--- config.mk ---
export PLATFORM = sky130hd
export DESIGN_NAME = imem_fetch_ctrl
export DESIGN_NICKNAME = d
export VERILOG_FILES = /design/src/rtl/imem_fetch_ctrl.sv
export SDC_FILE = /design/constraint.sdc
export NUM_CORES = 1
export LEC_CHECK = 0
export CAP_MARGIN = 20
export CORE_MARGIN = 5
export CORE_UTILIZATION = 41
export CTS_BUF_LIST = sky130_fd_sc_hd__clkbuf_16
export DETAILED_ROUTE_END_ITERATION = 8
export MAX_ROUTING_LAYER = met4
export PLACE_DENSITY = 0.76
export SYNTH_ARGS = -nofsm -noshare
export SYNTH_HDL_FRONTEND = slang
export SYNTH_SLANG_ARGS = --single-unit
--- constraint.sdc ---
create_clock -name clk -period 2.9 [get_ports clk]
set_clock_uncertainty 0.1 [all_clocks]
set_input_delay 0.58 -clock clk [delete_from_list [all_inputs] [get_ports clk]]
set_output_delay 0.58 -clock clk [all_outputs]
set_load 0.05 [all_outputs]
--- src/rtl/imem_fetch_ctrl.sv ---
// Instruction fetch sequencer: owns the PC, drives a combinational-read instruction
// memory and presents each word to decode through a registered valid/ready stage.
`ifndef MEM_ADDR_WIDTH
`define MEM_ADDR_WIDTH 8
`endif
`ifndef WORD_WIDTH
`define WORD_WIDTH 32
`endif

module imem_fetch_ctrl #(
  parameter int                    ADDR_WIDTH = `MEM_ADDR_WIDTH,
  parameter int                    WORD_WIDTH = `WORD_WIDTH,
  parameter logic [ADDR_WIDTH-1:0] RESET_PC   = '0,
  parameter logic [WORD_WIDTH-1:0] HALT_INST  = WORD_WIDTH'(32'h0000_0073)
) (
  input  logic                  clk,
  input  logic                  rst,
  input  logic                  start,
  input  logic                  redirect_valid,
  input  logic [ADDR_WIDTH-1:0] redirect_pc,
  output logic [ADDR_WIDTH-1:0] imem_addr,
  input  logic [WORD_WIDTH-1:0] imem_inst,
  output logic                  inst_valid,
  input  logic                  inst_ready,
  output logic [WORD_WIDTH-1:0] inst,
  output logic [ADDR_WIDTH-1:0] inst_pc,
  output logic                  halted,
  output logic [31:0]           fetch_count
);

  typedef enum logic [1:0] {
    IDLE   = 2'd0,
    RUN    = 2'd1,
    HALTED = 2'd2
  } state_t;

  state_t                state;
  logic [ADDR_WIDTH-1:0] pc;
  logic                  load;

  // The output stage can take a new word when it is empty or being drained this cycle.
  assign load      = !inst_valid || inst_ready;
  assign imem_addr = pc;
  assign halted    = (state == HALTED);

  always_ff @(posedge clk or posedge rst) begin
    if (rst) begin
      state       <= IDLE;
      pc          <= RESET_PC;
      inst_valid  <= 1'b0;
      inst        <= '0;
      inst_pc     <= '0;
      fetch_count <= '0;
    end else begin
      // A handshake counts even when a redirect squashes the stage in the same cycle.
      if (inst_valid && inst_ready && (fetch_count != 32'hFFFF_FFFF))
        fetch_count <= fetch_count + 32'd1;

      unique case (state)
        IDLE: begin
          if (redirect_valid)
            pc <= redirect_pc;
          if (start)
            state <= RUN;
        end

        RUN: begin
          if (redirect_valid) begin
            pc         <= redirect_pc;
            inst_valid <= 1'b0;
          end else if (load) begin
            inst       <= imem_inst;
            inst_pc    <= pc;
            inst_valid <= 1'b1;
            pc         <= pc + 1'b1;
            if (imem_inst == HALT_INST)
              state <= HALTED;
          end
        end

        HALTED: begin
          // The halt word itself is still delivered; pc stays pointing past it.
          if (redirect_valid) begin
            pc         <= redirect_pc;
            inst_valid <= 1'b0;
          end else if (inst_ready) begin
            inst_valid <= 1'b0;
          end
          if (start)
            state <= RUN;
        end

        default: state <= IDLE;
      endcase
    end
  end

endmodule

==> results_dict.tcl, run 1 <==
set metrics [dict create \
    status "complete, no violations" \
    clk-insertion-delay-late_ns 0.33 \
    fp.coreArea_um2 8760 \
    drtIter0Drc 123 \
    ctsHoldBuffers 0 \
    syn_area_per_cell_um2 11.9 \
    p_leak_nw 2.24 \
    combPwrFrac_pct 39.2 \
    seqPwrFrac_pct 36.2 \
    maxCapViolations 0 \
    syn_nets 358 \
    crit_type "reg2out" \
    synth_edf_count 0 \
    fin_tns_setup_ns 0 \
    fp.dieH_um 105 \
    r2r_end "fetch_count[1]$_DFFE_PP0P_" \
    slew_headroom_pct 50.1 \
    die_x_um 105 \
    io_buffers 126 \
    numCtsBuffers 9 \
    p_switching_mw 1.70 \
    cp.arrival_ns 1.82 \
    rsz0062_at_grt "no" \
    fillers 707 \
    start_util_pct 42.3 \
    critPathLaunch "state[1]$_DFFE_PP0P_" \
    synth_top_area_share_pct 56.0 \
    wl_um 9550 \
    power_density_nw_per_um2 788 \
    diodes 0 \
    use_met1_pct 24.1 \
    register_area_um2 2080 \
    gp_congestion 0.818 \
    pwr-share-clk_pct 24.6 \
    path_cells "inv_1 -> nor2_1 -> clkdlybuf4s50_1" \
    rr_worst_depth 5 \
    slowest_stage "clkdlybuf4s50_1" \
    reg2reg_slack_ns 0.61 \
    drive_gt1_share_pct 16.0 \
    yosysTopAreaCell "dfrtp_1" \
    drc_errors 0 \
    hold_path_class "reg2reg" \
    ys_types 39 \
    whs_ns 0.393 \
    postSynthCellCount 311 \
    worst_ep_required_time_ns 2.22 \
    io_pins 127 \
    nets 491 \
    cts_tree "done" \
    most-common-layout-cells "clkdlybuf4s50_1, dfrtp_1, mux2_2" \
    swShare_pct 39.9 \
    grt_start_max_net_pins 55 \
    hold_viol 0 \
    crit_end "halted" \
    drt-vias-per-instance 5.27 \
    clk_pin_slew_worst_paths_ns 0.06 \
    ant_nets 0 \
    num_vias 2938 \
    yosysSeqAreaShare_pct 56.0 \
    path_max_fanout 6 \
    grt_overflow 0 \
    multi_input_area_um2 1580 \
    p_int_mw 2.57 \
    dieArea_um2 11100 \
    gr-max-usage-layer "met2" \
    wl_per_cell_um 17.1 \
    setup_violations 0 \
    ys_seq_elements 83 \
    grt_pass1_vias 3088 \
    synthArstFlopShare_pct 100 \
    grt_antenna_before_repair 0 \
    met3_usage_pct 3.76 \
    h-tree-depth 3 \
    firstDrtPassIters 4 \
    fin_crit_ns 2.50 \
    grt_pass1_wl_um 16000 \
    r2r_start "fetch_count[0]$_DFFE_PP0P_" \
    area_delta_synth_final_pct 46.1 \
    synth.area.top_cells "dfrtp_1, mux2_2, xnor2_1" \
    ys.flop_type "dfrtp_1" \
    ys_warn_count 0 \
    row_count 34 \
    crit_path_end_kind "output pin" \
    grt_usage_pct 18.1 \
    ir_worst_vdd_mv 0.540 \
    clockBufferDepth 2 \
    netlist_area_um2 3710 \
    cts_resized 0 \
    critPathLaunchType "flip-flop" \
    worst_slew_pin_slew_ns 0.742 \
    post-route-period-util_pct 86.0 \
    cts_root_buffer "clkbuf_16" \
    clkSinkCount 83 \
    critPathMaxStageDelay_ns 0.86 \
    maxSlewViolCount 0 \
    post_cts.repair.setup_buffers 0 \
    fmax_mhz 401 \
    layout_commonest_cell "clkdlybuf4s50_1" \
    met2_usage_pct 28.4 \
    dp_hpwl_um 7040 \
]
-- how the worst min path moves through the flow --
stage | startpoint | end | slack (ns) | cells past startpoint
final | fetch_count[11]$_DFFE_PP0P_ | fetch_count[11]$_DFFE_PP0P_ | 0.39 | 1
after global routing | fetch_count[11]$_DFFE_PP0P_ | fetch_count[11]$_DFFE_PP0P_ | 0.42 | 1
after CTS | fetch_count[11]$_DFFE_PP0P_ | fetch_count[11]$_DFFE_PP0P_ | 0.40 | 1
after detailed placement | fetch_count[11]$_DFFE_PP0P_ | fetch_count[11]$_DFFE_PP0P_ | 0.39 | 1
after global placement | fetch_count[11]$_DFFE_PP0P_ | fetch_count[11]$_DFFE_PP0P_ | 0.38 | 1
after floorplan | state[1]$_DFFE_PP0P_ | inst_valid$_DFFE_PP0P_ | 0.54 | 3
-- critical path: cells and delay by family (launching register included) --
kind / cells / cell delay, ns
buffers and inverters: 2 / 0.97
DFF: 1 / 0.43
and+or+nand+nor: 1 / 0.10
-- flip-flops by register name, indices dropped and copies added, names as in the netlist --
signal / cells
inst_pc: 8
fetch_count: 32
inst: 32
state: 2
imem_addr: 8
inst_valid: 1
-- through the flow --
step	power (mW)	util, %	std cells	setup slack (ns)	area (um^2)
floorplan	2.62	-	311	0.0832	3710
global placement	3.22	58.7	541	0.372	5150
detailed placement	3.26	58.7	541	0.294	5150
CTS	4.32	61.9	557	0.389	5420
global route	4.47	61.9	557	0.303	5420
finish	4.27	61.9	557	0.405	5420
-- Yosys cell counts (all sizes together), types with 6 or more instances --
cell    number
and3         8
xnor2       20
a21oi       16
nand2       26
nand3       14
clkbuf       6
nor4        11
xor2        10
nand4       16
o21ai        9
mux2        41
dfrtp       83
-- area by class of cell --
cell class	count	area share, %
well taps	108	2.49
multi-input cells	213	29.2
inverters	5	0.369
flip-flops and latches	83	38.3
clock inverters	7	0.946
clock buffers	9	4.15
repair buffers	132	24.6
-- cell families (layout without fill, tap and decap cells) --
family	count (synthesis)	in the layout	share of synthesized area (%)
simple gates	103	103	16.2
flops	83	83	56.0
mux	42	42	12.7
compound gates	36	36	5.80
xor+xnor	30	30	7.08
buf+inv	15	153	1.58
fa+ha+maj	2	2	0.674
-- power groups by stage --
stage / Sequential, mW / Clock [mW] / Combinational, mW
6_report: 1.55 / 1.05 / 1.68
2_1_floorplan: 2.28 / 0 / 0.341
3_5_place_dp: 1.57 / 0 / 1.69
5_1_grt: 1.58 / 1.13 / 1.75
3_3_place_gp: 1.55 / 0 / 1.67
4_1_cts: 1.55 / 1.07 / 1.70
-- routing by layer --
layer,vias up,part of all wire [%]
met3,8,5.2
met2,98,48
li1,1398,-
met1,1434,46
met4,0,0.93
met5,-,0
Note: power is estimated with default switching activity, not from simulation.
==> run 2: changes to the inputs <==
--- a/config.mk
+++ b/config.mk
@@ -12,6 +12,7 @@
 export DETAILED_ROUTE_END_ITERATION = 8
 export MAX_ROUTING_LAYER = met4
 export PLACE_DENSITY = 0.76
+export SLEW_MARGIN = 15
 export SYNTH_ARGS = -nofsm -noshare
 export SYNTH_HDL_FRONTEND = slang
 export SYNTH_SLANG_ARGS = --single-unit
==> results of run 2 <==
Final layout, timing and power as in run 1 (identical DEF).
==> run 3: changes to the inputs <==
==> constraint.sdc (replaced) <==
create_clock -name clk -period 2.9 [get_ports clk]
set_clock_uncertainty 0.1 [all_clocks]
set_input_delay 0.58 -clock clk [delete_from_list [all_inputs] [get_ports clk]]
set_output_delay 0.58 -clock clk [all_outputs]
set_load 0.005 [all_outputs]
==> results of run 3 <==
The final DEF is identical to that of run 1. Status: complete, no violations.
Among the figures that moved: setup slack after layout 0.405 ns -> 0.612 ns; start point of the critical path state[1]$_DFFE_PP0P_ -> fetch_count[0]$_DFFE_PP0P_; end point of the critical path halted -> fetch_count[1]$_DFFE_PP0P_; total power 4.27 mW -> 3.54 mW; worst IR drop on VDD 0.540 mV -> 0.432 mV
